`config.mk`:
```
export PLATFORM = sky130hd
export DESIGN_NAME = encoder_arbiter
export DESIGN_NICKNAME = d
export VERILOG_FILES = /design/src/rtl/encoder_arbiter.sv
export SDC_FILE = /design/constraint.sdc
export NUM_CORES = 1
export LEC_CHECK = 0
export ABC_AREA = 0
export CAP_MARGIN = 10
export CORE_ASPECT_RATIO = 0.9
export CORE_MARGIN = 2
export CORE_UTILIZATION = 42
export DETAILED_ROUTE_END_ITERATION = 8
export PLACE_DENSITY = 0.76
export SETUP_SLACK_MARGIN = 0.3
export SYNTH_ARGS = -nofsm -noshare
export SYNTH_HDL_FRONTEND = slang
export SYNTH_SLANG_ARGS = --single-unit
```
`constraint.sdc`:
```
create_clock -name clk -period 1.7 [get_ports clk]
set_input_delay 0.51 -clock clk [delete_from_list [all_inputs] [get_ports clk]]
set_output_delay 0.51 -clock clk [all_outputs]
set_load 0.02 [all_outputs]
```
`src/rtl/encoder_arbiter.sv`:
```
// Two-requester round-robin arbiter sharing one 8->12 bit encoder, feeding a
// single registered output slot with per-requester saturating served counters.
module encoder_arbiter #(
  parameter int unsigned CNT_WIDTH = 16
) (
  input  logic                 clk,
  input  logic                 rst,
  input  logic                 req0_valid,
  input  logic [7:0]           req0_data,
  output logic                 req0_ready,
  input  logic                 req1_valid,
  input  logic [7:0]           req1_data,
  output logic                 req1_ready,
  output logic                 out_valid,
  output logic [11:0]          out_codeword,
  output logic                 out_id,
  input  logic                 out_ready,
  output logic [CNT_WIDTH-1:0] served0,
  output logic [CNT_WIDTH-1:0] served1
);

  typedef enum logic {EMPTY = 1'b0, FULL = 1'b1} state_e;

  state_e               state_q, state_d;
  logic [11:0]          cw_q, cw_d;
  logic                 id_q, id_d;
  logic                 last_q, last_d;
  logic [CNT_WIDTH-1:0] served0_q, served0_d;
  logic [CNT_WIDTH-1:0] served1_q, served1_d;

  logic       slot_free;
  logic       grant0, grant1;
  logic       hs0, hs1;
  logic [7:0] sel_data;

  assign slot_free = (state_q == EMPTY) || out_ready;

  // On a tie, the requester not recorded in last_q wins.
  assign grant0 = req0_valid && (!req1_valid || last_q);
  assign grant1 = req1_valid && (!req0_valid || !last_q);

  assign req0_ready = !rst && slot_free && grant0;
  assign req1_ready = !rst && slot_free && grant1;

  assign hs0 = req0_valid && req0_ready;
  assign hs1 = req1_valid && req1_ready;

  assign sel_data = hs1 ? req1_data : req0_data;

  always_comb begin
    state_d   = state_q;
    cw_d      = cw_q;
    id_d      = id_q;
    last_d    = last_q;
    served0_d = served0_q;
    served1_d = served1_q;
    if (hs0 || hs1) begin
      state_d = FULL;
      cw_d    = {sel_data, sel_data[3:0]};
      id_d    = hs1;
      last_d  = hs1;
      if (hs0 && (served0_q != '1)) served0_d = served0_q + 1'b1;
      if (hs1 && (served1_q != '1)) served1_d = served1_q + 1'b1;
    end else if ((state_q == FULL) && out_ready) begin
      state_d = EMPTY;
    end
  end

  always_ff @(posedge clk) begin
    if (rst) begin
      state_q   <= EMPTY;
      cw_q      <= '0;
      id_q      <= 1'b0;
      last_q    <= 1'b1;
      served0_q <= '0;
      served1_q <= '0;
    end else begin
      state_q   <= state_d;
      cw_q      <= cw_d;
      id_q      <= id_d;
      last_q    <= last_d;
      served0_q <= served0_d;
      served1_q <= served1_d;
    end
  end

  assign out_valid    = (state_q == FULL);
  assign out_codeword = cw_q;
  assign out_id       = id_q;
  assign served0      = served0_q;
  assign served1      = served1_q;

endmodule

```
# Word level (Yosys, flattened, before mapping)
# Cells that the tools add are included.
# totals
output_inout_bits,48
regBits,47
in_bits,21
# classes
eq_ne,2
mux,3
n_reduce_logical,21
bitwise_logic,1
add_sub_neg,2
# op_table
op,count
"adder 16 x 1 -> 16 bit, second input constant",2
"!= test 16 bit, second input constant",2
logical AND 1 bit,10
two-way mux 8 bit,1
zero test 1 bit,4
logical OR 1 bit,4
AND reduction 2 bit,2
two-way mux 1 bit,2
nonzero test 2 bit,1
inverter 1 bit,1

# Longest topological paths before layout
# Gate-level depths: netlist of run 1.
# depth
depth_word,7
mapped_depth,7
depth_no_buf,5

# Worst setup path before layout of run 1
# No wires, ideal clock.
# synth_path
path_kind,register to register
start,"register served1_q[0], in the netlist served1[0]"
end,"register served1_q[10], in the netlist served1[10]"
arrival_time_ns,1.802
n_path_buf,0
path_slack_ns,-0.223
stages_incl_launch_ff,6
required_time_ns,1.579
setup_time_ns,0.121
synth_period_minus_slack_ns,1.923
cell_sequence,dfxtp_1 ha_1 nand4_2 nand4b_4 nor4b_1 mux2_2
# synth_between
elab_chain_cells,3
word_cells_on_any_way,4
# synth_lines
item,line_no,text
start: declaration,29,"logic [CNT_WIDTH-1:0] served1_q, served1_d;"
start signal: assignment,83,served1_q <= served1_d;
branches (longest 3 deep; another with adder 16 x 1 -> 16 bit),-,
# Several ways; the timed one is not identified.
# A chain may end at the register's enable or synchronous reset.

# Final worst setup path of run 1
# layout_path
start,input req1_valid
end,"register served1_q[6], in the netlist served1[6]"
# layout_between
elab_chain_cells,7
word_cells_on_any_way,11
# layout_lines
item,line_no,text
start: declaration,11,"input logic req1_valid,"
zero test 1 bit,39,assign grant0 = req0_valid && (!req1_valid || last_q);
logical OR 1 bit,39,
logical AND 1 bit,39,
logical AND 1 bit,42,assign req0_ready = !rst && slot_free && grant0;
logical AND 1 bit,45,assign hs0 = req0_valid && req0_ready;
logical OR 1 bit,57,if (hs0 || hs1) begin
AND reduction 2 bit (no source line) *,-,
# Mark *: on every way between the ends. The rest lies on a longest branch, timed or not.

==> summary.md, run 1 <==
| Metric | Value |
|---|---|
| Synth Area in Adders | `under 10%` |
| Initial antenna violation count | `0` |
| TritonRoute pass-1 iters | `4` |
| Area Growth Syn to Fin | `79.9%` |
| Fillcell total | `~320` |
| RSZ-0062 raised after global routing | `yes` |
| Number of buffers created by CTS | `5` |
| Synth Instances | `between 200 and 300` |
| Synthesized net count | `roughly 290` |
| Final setup fails | `1` |
| CTS tree | `built` |
| WHS | `slightly below 0.5 ns` |
| Max Cap Viol | `0` |
| Pin count of the biggest net entering global routing | `46` |
| Core Area | `0.00526 sq mm` |
| Worst slew pin tran | `about 0.5 ns` |
| Synth cell types | `45` |
| Crit Path Max Fanout | `5` |
| Synth Area in Compound Gates | `between 10 and 15%` |
| Mux share of post-synthesis cell area | `6.58%` |
| Util after Layout | `78.2%` |
| Gpl congestion | `roughly 0.82` |
| Register clock-pin slew on the reported worst setup and hold paths | `around 0.08 ns` |
| Drt via density | `5.82` |
| Die Ht | `74.0 um` |
| Register area share after synthesis | `between 30 and 40%` |
| Die area | `about 0.0060 sq mm` |
| Pleak | `0.00163 uW` |
| I/O pin count | `just under 70` |
| Remaining DRCs | `0` |
| Synthesized area per cell | `roughly 8.7 sq um` |
| CP max stage delay | `a little over 0.5 ns` |
| Power per Cell Area | `about 520 mW/mm^2` |
| Levels on crit path | `7` |
| Hold crit path type | `reg2reg` |
| Main combinational cell family by area after synthesis | `simple AND/OR/NAND/NOR gates` |
| Outcome | `finished, violations left` |
| WL/cell | `~18 um` |
| Critical path arrival | `between 1.5 and 2 ns` |
| Final Slew Violations | `0` |
| Wirelength, routed | `~8100 um` |
| Crit path launch type | `primary input` |
| XOR/XNOR Fraction of Synth Area | `0%` |
| Crit path buffers/inverters | `3` |
| Crit Path Class | `in2reg` |
| Routed Antenna Nets | `0` |
| Htree depth | `2` |
| Die span in x | `a little over 80 um` |
| Fin crit share | `101%` |
| Final Critical Period | `approximately 1.7 ns` |
| Row cnt | `25` |
| First-pass GRT wire length | `between 10000 and 15000 um` |
| Final WS setup | `-0.0184 ns` |
| Fin Clk Skew | `roughly 0.0044 ns` |
| Violated checks | `negative setup slack` |
| Worst slew margin | `approximately two thirds` |
| R2R depth | `6` |
| Setup TNS | `-0.0184 ns` |
| CTS Root Cell | `clkbuf_8` |
| Yosys warns | `0` |
| # diodes | `0` |
| Worst-Skew Late Latency | `0.29 ns` |
| Total Nets Final | `404` |
| DR iter-0 viols | `133` |
| Max VDD drop | `roughly 0.0004 V` |
| IO buf count | `around 70` |
| Yosys reg bits | `43` |
| Initial Util | `between 40% and 50%` |
| Clk buf depth | `2` |
| CP max stage cell | `or4_1` |
| DP HPWL | `4210 um` |
| Worst-path cell chain | `buf_2 -> a21boi_4 -> buf_4 -> buf_4 -> nand4b_4 -> or4_1 -> a21oi_1` |
| WP data required | `1.91 ns` |
| Vias in the first global route | `~2300` |
| CP Capture Type | `register` |
| Max Freq | `0.582 GHz` |
| GR Overflow Total | `0` |
| Clock sinks | `43` |
| Total GRT Usage | `22.4%` |
| Delay-heaviest family, CP | `simple AND/OR/NAND/NOR gates` |
| Final hold violation count | `0` |
| CP most frequent cell | `buf_4` |
| Hold bufs inserted after CTS | `0` |
| Via count | `between 2000 and 3000` |
| Cell Area, Synth | `0.00228 sq mm` |
| Simple-gate share of the synthesized area | `roughly a third` |
| Hold path cells | `2` |
| Share of cells above drive strength 1 | `about 59%` |
==> worst min-delay path: stages (launching register included) <==
cell	delay, ns
dfxtp_1	0.31
nand2_1	0.05
a311oi_1	0.08
==> final timing paths <==
check | startpoint | end | slack (ns)
worst max-delay path | req1_valid | served1[6] | -0.02
worst min-delay path | out_codeword[10] | out_codeword[10] | 0.49
worst max register to register | last_q | served1[6] | -0.02
worst min register to register | out_codeword[10] | out_codeword[10] | 0.49
==> synthesized netlist by cell type (all sizes together) <==
cell type	n	area, sq um
dfxtp	43	861
o311ai	4	35.0
a31o	1	8.76
nand2	28	105
a41oi	1	8.76
o31ai	9	67.6
nand2b	2	12.5
nand4	10	96.4
mux2	10	120
a21boi	1	11.3
inv	7	26.3
nor2	22	82.6
or4	8	60.1
nand3b	1	7.51
nand3	14	80.1
a2111oi	1	8.76
nor4	14	109
ha	2	25.0
or2	1	6.26
o21ai	5	25.0
and2	1	6.26
and4	4	35.0
a311oi	8	70.1
nor2b	10	62.6
nor4b	2	17.5
and3	3	18.8
o41ai	3	26.3
mux2i	3	30.0
clkbuf	2	7.51
or3	4	25.0
or3b	1	8.76
nand4b	1	23.8
buf	17	100
nor3	4	20.0
a21oi	15	75.1
==> state kept, by name, indices dropped and copies added (netlist names) <==
| register | count |
|---|---|
| last_q | 1 |
| out_codeword | 8 |
| out_id | 1 |
| out_valid | 1 |
| served0 | 16 |
| served1 | 16 |
==> area by class of cell <==
cell class	instances	area, sq um	area share [%]
well taps	67	83.8	2.04
repair buffers	131	1110	27.0
clock buffers	7	108	2.62
multi-input cells	193	1800	43.9
flip-flops and latches	43	961	23.4
clock inverters	1	5.00	0.122
inverters	7	37.5	0.914
==> power by group <==
group | internal, uW | switching [uW] | leakage [uW]
Sequential | 999 | 20.5 | 0.000372
Combinational | 148 | 183 | 0.00120
Clock | 417 | 373 | 0.0000594
==> metrics by stage <==
step	cells	cell area [sq um]	worst slack, ns	total power (uW)
finish	449	4110	-0.0184	2140
floorplan	262	2570	0.0255	1230
CTS	428	3640	0.0418	2120
global route	449	4110	-0.0365	2210
global placement	401	3350	-0.819	1350
detailed placement	401	3350	-0.811	1360
==> what timing repair did <==
action,in CTS,in global routing
endpoints found under the setup margin,90,57
setup buffers,18,20
pin swaps,14,19
cloned,1,1
gates resized for setup,268,77
==> routing by layer <==
layer / global-route usage (%) / part of all wire, %
met5: 0 / 0
met4: 7.96 / 2.1
met3: 3.88 / 6.1
met2: 36.7 / 49
met1: 29.9 / 43
==> kinds of logic (layout without fill, tap and decap cells) <==
logic type,Yosys count,count (layout)
simple gates,130,130
fa+ha+maj,2,2
compound gates,48,48
buf+inv,26,146
mux,13,13
flops,43,43
==> layout by cell type (no fill, tap or decap), drive strengths merged, types with 2 or more instances in the layout <==
master	netlist	routed
buf	17	115
nor2b	10	10
inv	7	6
a311oi	8	8
a21oi	15	15
nor4b	2	2
and4	4	4
o311ai	4	4
dfxtp	43	43
mux2i	3	3
and3	3	3
mux2	10	10
nand3	14	14
or3	4	4
ha	2	2
nor2	22	22
nor3	4	4
nand2	28	28
o41ai	3	3
o31ai	9	9
nand4	10	10
nand2b	2	2
or4	8	8
clkbuf	2	7
nor4	14	14
clkdlybuf4s50	0	16
o21ai	5	5
(Power assumes the default switching activity.)
==> run 2, diff against run 1 <==
--- a/config.mk
+++ b/config.mk
@@ -9,9 +9,9 @@
 export CAP_MARGIN = 10
 export CORE_ASPECT_RATIO = 0.9
 export CORE_MARGIN = 2
-export CORE_UTILIZATION = 42
+export CORE_UTILIZATION = 47
 export DETAILED_ROUTE_END_ITERATION = 8
-export PLACE_DENSITY = 0.76
+export PLACE_DENSITY = 0.8
 export SETUP_SLACK_MARGIN = 0.3
 export SYNTH_ARGS = -nofsm -noshare
 export SYNTH_HDL_FRONTEND = slang
==> constraint.sdc (replaced) <==
create_clock -name clk -period 1.82 [get_ports clk]
set_input_delay 0.546 -clock clk [delete_from_list [all_inputs] [get_ports clk]]
set_output_delay 0.546 -clock clk [all_outputs]
set_load 0.02 [all_outputs]
==> run 2 against run 1 <==
The flow now finishes without violations. Worst setup slack improved by 0.11 ns. First-iteration DRC count increased by 99%. Total power increased by 1.3%. Routed wire length increased by 11%.
==> summary.md, run 2 (same netlist as run 1, synthesis figures left out) <==
| Metric | Value |
|---|---|
| Outcome | `finished, final reports clean` |
| CP Capture Type | `register` |
| Commonest non-fill, non-tap cell in the layout | `buf_4` |
| Critical path arrival | `1.95 ns (+0.02 ns)` |
| Worst hold start | `served0[13]` |
| Routed Antenna Nets | `0 (unchanged)` |
| Power per Cell Area | `540 mW/mm^2 (+3.6%)` |
| CTS Root Cell | `clkbuf_8` |
| Share of cells above drive strength 1 | `57.5% (-1.9 points)` |
| WP data required | `2.05 ns (+0.14 ns)` |
| Worst slew pin tran | `0.508 ns (-0.000450 ns)` |
| Register clock-pin slew on the reported worst setup and hold paths | `0.08 ns (about the same)` |
| Pin count of the biggest net entering global routing | `46 (unchanged)` |
| Clk buf depth | `2 (unchanged)` |
| DR iter-0 viols | `265 (+99%)` |
| # diodes | `0 (unchanged)` |
| Overall Power | `2170 uW (+1.3%)` |
| Final Slew Violations | `0 (unchanged)` |
| Worst slew margin | `66.1% (about the same)` |
| Fin Clk Skew | `0.00872 ns (+0.00429 ns)` |
| Final Critical Period | `1.73 ns` |
| Reg2reg start | `served0[1]` |
| Area Growth Syn to Fin | `75.8%` |
| Crit Path Class | `reg2reg` |
| R2R setup slack | `0.09 ns (+0.11 ns)` |
| Pleak | `0.00157 uW (-3.4%)` |
| First-pass GRT wire length | `13400 um (+26%)` |
| WL/cell | `20.6 um (+15%)` |
| Crit Reg-Reg Endpoint | `served0[12]` |
| Setup TNS | `0 ns (+0.0184 ns)` |
| Number of buffers created by CTS | `5 (unchanged)` |
| Area of the multi-input gates | `0.00171 sq mm (-5.2%)` |
| RSZ-0062 raised after global routing | `yes` |
| Htree depth | `2 (unchanged)` |
| I/O pin count | `69 (unchanged)` |
| Via count | `2749 (+5.2%)` |
| IO buf count | `68 (unchanged)` |
| Worst-Skew Late Latency | `0.30 ns (about the same)` |
| Final hold violation count | `0 (unchanged)` |
| Crit Path Max Fanout | `2 (-3)` |
| Row cnt | `24 (-4.0%)` |
| Die area | `0.00543 sq mm (-10%)` |
| Fillcell total | `223 (-30%)` |
| Initial Util | `47.8% (+4.4 points)` |
| Die Ht | `70.1 um (-5.2%)` |
| DP HPWL | `4260 um (+1.3%)` |
| Gpl congestion | `0.796 (-2.9%)` |
| Vias in the first global route | `2631 (+15%)` |
| Hold path cells | `1 (-1)` |
| Util after Layout | `84.1% (+5.9 points)` |
| Commonest non-fill, non-tap cells in the layout | `buf_4, nand2_1, buf_2` |
| Total GRT Usage | `30.8% (+8.4 points)` |
| R2R depth | `6 (unchanged)` |
| Die span in x | `77.5 um (-5.2%)` |
| Fin crit share | `a little over nine tenths` |
| Max Freq | `0.579 GHz` |
| CTS tree | `built` |
| Drt via density | `6.29 (+8.1%)` |
| Max Cap Viol | `0 (unchanged)` |
| Crit path launch type | `register` |
| Register area | `946 sq um (-1.6%)` |
| GR Overflow Total | `0 (unchanged)` |
| TritonRoute pass-1 iters | `5 (+1)` |
| Hold bufs inserted after CTS | `0 (unchanged)` |
| Clock sinks | `43 (unchanged)` |
| Total Nets Final | `394 (-2.5%)` |
| Final setup fails | `0 (-1)` |
| Initial antenna violation count | `0 (unchanged)` |
| Hold crit path type | `reg2reg` |
| Max VDD drop | `0.000500 V (+24%)` |
| Wirelength, routed | `9010 um (+11%)` |
| Worst Hold Path EP | `served0[13]` |
| Remaining DRCs | `0 (unchanged)` |
| Core Area | `0.00477 sq mm (-9.1%)` |
==> run 2: changes by cell type in the layout (fill, tap and decap cells not counted), sizes merged <==
| cell | previous run | this run |
|---|---|---|
| bufinv | 0 | 1 |
| clkbuf | 7 | 18 |
| buf | 115 | 78 |
| clkinvlp | 1 | 0 |
| bufbuf | 0 | 3 |
| clkdlybuf4s15 | 0 | 12 |
| dlygate4sd2 | 0 | 1 |
==> run 2: worst max-delay path, cell delays in order, from the launching register on <==
cell and delay, ns:
dfxtp_4 0.37, ha_4 0.15, nand3_4 0.07, or3b_4 0.38
buf_4 0.15, or4_4 0.42, a21oi_2 0.12
==> run 2: what timing repair did <==
action / in CTS / in global routing
resized for setup: 216 / 60
setup buffers: 25 / 7
pin swaps: 29 / 17
gates cloned: 5 / 0
endpoints found under the setup margin: 90 / 70
==> run 2: per-layer routing <==
layer | part of all wire (%) | vias to the layer above | global-route usage, %
met5 | 0 | - | 0
met4 | 3.1 | 0 | 9.72
met3 | 7.8 | 36 | 6.72
met2 | 48 | 165 | 53.1
met1 | 41 | 1335 | 38.3
li1 | - | 1213 | -
==> run 2: cell type report <==
class                           count  area share, %
Sequential cell                    43           23.6
Tap cell                           65           2.03
Clock inverter                      1          0.748
Clock buffer                        7           2.43
Timing Repair Buffer              121           27.7
Inverter                            7          0.966
Multi-Input combinational cell    193           42.6
==> run 2: through the flow <==
step           hold WS, ns  setup WS, ns  area, sq um  instances
3_5_place_dp         0.476        -0.785         3280        392
2_1_floorplan        0.493        0.0823         2570        262
6_report             0.499        0.0943         4020        437
5_1_grt              0.517        0.0378         4020        437
4_1_cts              0.496        0.0830         3960        430
3_3_place_gp         0.467        -0.770         3280        392
==> run 2: worst max path at each step <==
stage	start	end	slack, ns	depth (start not counted)
6_report	served0[1]	served0[12]	0.09	6
5_1_grt	served0[12]	served0[1]	0.04	7
4_1_cts	served0[0]	served0[12]	0.08	6
3_5_place_dp	req0_valid	req1_ready	-0.79	5
3_3_place_gp	req0_valid	req1_ready	-0.77	5
2_1_floorplan	served0[1]	served0[14]	0.08	5
==> run 2: power breakdown <==
part	switching, uW	internal (uW)	total, uW
sequential	21.3	942	963
clock	353	494	847
combinational	182	176	358
total	556	1610	2170
==> run 3, diff against run 2 <==
--- a/config.mk
+++ b/config.mk
@@ -9,9 +9,10 @@
 export CAP_MARGIN = 10
 export CORE_ASPECT_RATIO = 0.9
 export CORE_MARGIN = 2
-export CORE_UTILIZATION = 47
+export CORE_UTILIZATION = 62
 export DETAILED_ROUTE_END_ITERATION = 8
-export PLACE_DENSITY = 0.8
+export DONT_BUFFER_PORTS = 1
+export PLACE_DENSITY = 0.78
 export SETUP_SLACK_MARGIN = 0.3
 export SYNTH_ARGS = -nofsm -noshare
 export SYNTH_HDL_FRONTEND = slang
==> constraint.sdc (replaced) <==
create_clock -name clk -period 1.68 [get_ports clk]
set_input_delay 0.504 -clock clk [delete_from_list [all_inputs] [get_ports clk]]
set_output_delay 0.504 -clock clk [all_outputs]
set_load 0.02 [all_outputs]
==> run 3 against run 2 <==
The flow now stops in 5_1_grt. Synthesized cell count is the same. Area after synthesis is the same.
==> summary.md, run 3 <==
| Metric | Value |
|---|---|
| Outcome | `aborted with a tool error` |
| Stop stage | `5_1_grt` |
| First Err | `[ERROR DPL-0038] Utilization greater than 100%, impossible to legalize` |
| Synth cell types | `45 (unchanged)` |
| IO buf count | `0 (-100%)` |
| Asr flop ratio synth | `0% (unchanged)` |
| Clock sinks | `43 (unchanged)` |
| Die span in x | `68.0 um (-12%)` |
| Gpl congestion | `0.890 (+12%)` |
| Row cnt | `20 (-17%)` |
| Area leader, netlist | `dfxtp_1` |
| Placed Instances | `337 (-14%)` |
| Register area share after synthesis | `37.7% (unchanged)` |
| CTS Root Cell | `clkbuf_8` |
| Pin count of the biggest net entering global routing | `47` |
| Synth Instances | `262 (unchanged)` |
| Worst EP kind | `sequential cell input` |
| Number of buffers created by CTS | `5 (unchanged)` |
| Hold bufs inserted after CTS | `0 (unchanged)` |
| Count leader, synth | `dfxtp_1` |
| Synthesized net count | `285 (unchanged)` |
| Clk buf depth | `2 (unchanged)` |
| Cell Area, Synth | `0.00228 sq mm (unchanged)` |
| Die Ht | `61.6 um (-12%)` |
| Share of the synthesized area in the top cell type | `37.7% (unchanged)` |
| Htree depth | `2 (unchanged)` |
| Yosys reg bits | `43 (unchanged)` |
| Synth cell count leaders | `dfxtp_1, nand2_1, nor2_1, a21oi_1` |
| EDFF count, synth | `0 (unchanged)` |
| Predominant post-synthesis flop cell | `dfxtp_1` |
| Initial Util | `66.1% (+18 points)` |
| Yosys warns | `0 (unchanged)` |
| Placed cell areas | `0.00286 sq mm (-13%)` |
| Synthesized area per cell | `8.72 sq um (unchanged)` |
| DP HPWL | `4340 um (+1.8%)` |
| GR repair worst EP | `served1[10]$_SDFFE_PP0P_/D` |
| I/O pin count | `69 (unchanged)` |
| Largest cells by area after synthesis | `dfxtp_1, nand2_1, mux2_2` |
[run 3: cell counts after synthesis]
No cell type changed its count.
[run 3: timing repair]
item	CTS
pin swaps	25
hold endpoints to repair	0
setup buffers	20
endpoints found under the setup margin	51
gates cloned	2
gates resized for setup	49
[run 3: cell families after synthesis]
family          synth area share [%]
fa+ha+maj                       1.10
compound gates                  14.7
flops                           37.7
simple gates                    34.0
buf+inv                         5.86
mux                             6.58
[run 3: stage by stage]
step	hold slack, ns	setup WS, ns	utilization (%)
after floorplan	0.492	0.0157	-
after global placement	0.457	-0.0453	82.7
after CTS	0.242	0.0207	97.6
after detailed placement	0.465	-0.0855	82.7
==> run 4, diff against run 3 <==
--- a/config.mk
+++ b/config.mk
@@ -7,13 +7,11 @@
 export LEC_CHECK = 0
 export ABC_AREA = 0
 export CAP_MARGIN = 10
-export CORE_ASPECT_RATIO = 0.9
 export CORE_MARGIN = 2
-export CORE_UTILIZATION = 62
+export CORE_UTILIZATION = 40
 export DETAILED_ROUTE_END_ITERATION = 8
 export DONT_BUFFER_PORTS = 1
-export PLACE_DENSITY = 0.78
-export SETUP_SLACK_MARGIN = 0.3
+export PLACE_DENSITY_LB_ADDON = 0.15
 export SYNTH_ARGS = -nofsm -noshare
 export SYNTH_HDL_FRONTEND = slang
 export SYNTH_SLANG_ARGS = --single-unit
==> run 4 against run 3 <==
The run now ends clean.
==> summary.md, run 4 (same netlist as run 1, synthesis figures left out) <==
| Metric | Value |
|---|---|
| Outcome | `finished, final reports clean` |
| Register share of total power | `51.4%` |
| Commonest non-fill, non-tap cells in the layout | `buf_4, dfxtp_1, nand2_1` |
| Max Cap Viol | `0` |
| Switching portion of total power | `between 20% and 30%` |
| GR Overflow Total | `0` |
| Wirelength, routed | `approximately 6300 um` |
| Internal power | `1610 uW` |
| CTS tree | `built` |
| Fin Clk Skew | `roughly 0.0042 ns` |
| Placed cell areas | `0.00290 sq mm (+1.5%)` |
| Final Critical Period | `approximately 1.7 ns` |
| Die Ht | `79.6 um (+29%)` |
| R2R setup slack | `between 0.015 and 0.02 ns` |
| Comb power frac | `~8.4%` |
| Die area | `approximately 0.0063 sq mm` |
| Worst hold start | `rst` |
| Commonest non-fill, non-tap cell in the layout | `buf_4` |
| Routed Antenna Nets | `0` |
| Clock share of power | `roughly two fifths` |
| Initial antenna violation count | `0` |
| Row cnt | `27 (+35%)` |
| First-pass GRT wire length | `approximately 10000 um` |
| CTS Root Cell | `clkbuf_8` |
| Gpl congestion | `0.771 (-13%)` |
| Total GRT Usage | `19.8%` |
| Power per Cell Area | `about 650 mW/mm^2` |
| RSZ-0062 raised after global routing | `yes` |
| Clock sinks | `43 (unchanged)` |
| Pin count of the biggest net entering global routing | `between 40 and 50` |
| Crit path launch type | `register` |
| Initial Util | `41.5% (-25 points)` |
| I/O pin count | `69 (unchanged)` |
| Psw | `between 500 and 600 uW` |
| Fin crit share | `99.1%` |
| Pleak | `0.00126 uW` |
| Register clock-pin slew on the reported worst setup and hold paths | `around 0.090 ns` |
| DR iter-0 viols | `82` |
| Hold bufs inserted after CTS | `0 (unchanged)` |
| Worst-Skew Late Latency | `roughly 0.3 ns` |
| WL/cell | `approximately 16 um` |
| Hold path cells | `1` |
| Setup TNS | `0 ns` |
| Worst slew margin | `between 70% and 80%` |
| Final Slew Violations | `0` |
| Hold crit path type | `in2reg` |
| Remaining DRCs | `0` |
| Crit Path Max Fanout | `6` |
| Crit Reg-Reg Endpoint | `served1[5]` |
| Fin area | `0.00327 sq mm` |
| Drt via density | `approximately 5.6` |
| Core Area | `about 0.0055 sq mm` |
| CP Capture Type | `register` |
| # diodes | `0` |
| TritonRoute pass-1 iters | `4` |
| Final setup fails | `0` |
| Area Growth Syn to Fin | `43.2%` |
| Die span in x | `79.6 um (+17%)` |
| Crit Path Class | `reg2reg` |
| Htree depth | `2 (unchanged)` |
| R2R depth | `8` |
| Max Freq | `roughly 0.6 GHz` |
| Vias in the first global route | `2148` |
| Number of buffers created by CTS | `5 (unchanged)` |
| WP data required | `1.91 ns` |
| Reg2reg start | `served1[0]` |
| Via count | `~2200` |
| DP HPWL | `4360 um (+0.52%)` |
| Clk buf depth | `2 (unchanged)` |
| CP Launch Point | `served1[0]` |
| Critical path arrival | `around 1.9 ns` |
| Final hold violation count | `0` |
| Max VDD drop | `approximately 0.00043 V` |
| Total Nets Final | `approximately 350` |
| Util after Layout | `approximately three fifths` |
| Share of cells above drive strength 1 | `between 40% and 50%` |
| Worst slew pin tran | `~0.43 ns` |
| Worst Hold Path EP | `served0[12]` |
| IO buf count | `0 (unchanged)` |
-- run 4: per-stage QoR --
stage	instances	total power [uW]	setup WS, ns	hold WS [ns]
2_1_floorplan	262	1240	-0.0208	0.493
3_3_place_gp	383	1270	-0.129	0.511
3_5_place_dp	383	1280	-0.158	0.511
4_1_cts	393	2150	-0.0321	0.250
5_1_grt	398	2220	-0.0382	0.235
6_report	398	2130	0.0157	0.259
-- run 4: per-layer routing --
| metal | global-route usage, % | part of all wire (%) | vias up |
|---|---|---|---|
| li1 | - | - | 1107 |
| met1 | 24.1 | 46 | 1051 |
| met2 | 33.8 | 48 | 54 |
| met3 | 6.33 | 5.8 | 5 |
| met4 | 4.66 | 0.84 | 0 |
| met5 | 0 | 0 | - |
-- run 4: cell type report --
class / count / area, sq um
fill: 503 / 2240
clock buffer: 6 / 82.6
tap: 72 / 90.1
multi-input combinational: 193 / 1520
inverter: 7 / 33.8
clock inverter: 2 / 35.0
sequential: 43 / 886
timing repair buffer: 75 / 627
-- run 4: how the worst max path moves through the flow --
stage	end	slack, ns	cells after the start
after floorplan	served1[10]	-0.02	5
after global placement	served1[7]	-0.13	4
after detailed placement	served1[7]	-0.16	4
after CTS	served1[7]	-0.03	6
after global routing	served1[13]	-0.04	6
final	served1[5]	0.02	8
-- run 4: critical path, cell delays in order (launching register included) --
cell and delay (ns):
dfxtp_4 0.36, ha_4 0.16, nand4_4 0.07, buf_6 0.11, nor4_4 0.04, buf_6 0.14, buf_6 0.12, or4_4 0.47
a21oi_2 0.12
-- run 4: what timing repair did --
action	in CTS	in global routing
buffers inserted	2	5
gates cloned	0	0
endpoints found under the setup margin	10	30
gates resized for setup	7	35
pin swaps	3	14
hold endpoints to repair	0	0
-- run 4: power by group through the flow --
| stage | combinational (uW) | sequential (uW) | clock, uW |
|---|---|---|---|
| 4_1_cts | 172 | 1100 | 885 |
| 6_report | 178 | 1090 | 859 |
| 5_1_grt | 196 | 1100 | 925 |
| 3_3_place_gp | 156 | 1120 | 0 |
| 2_1_floorplan | 129 | 1110 | 0 |
| 3_5_place_dp | 159 | 1120 | 0 |
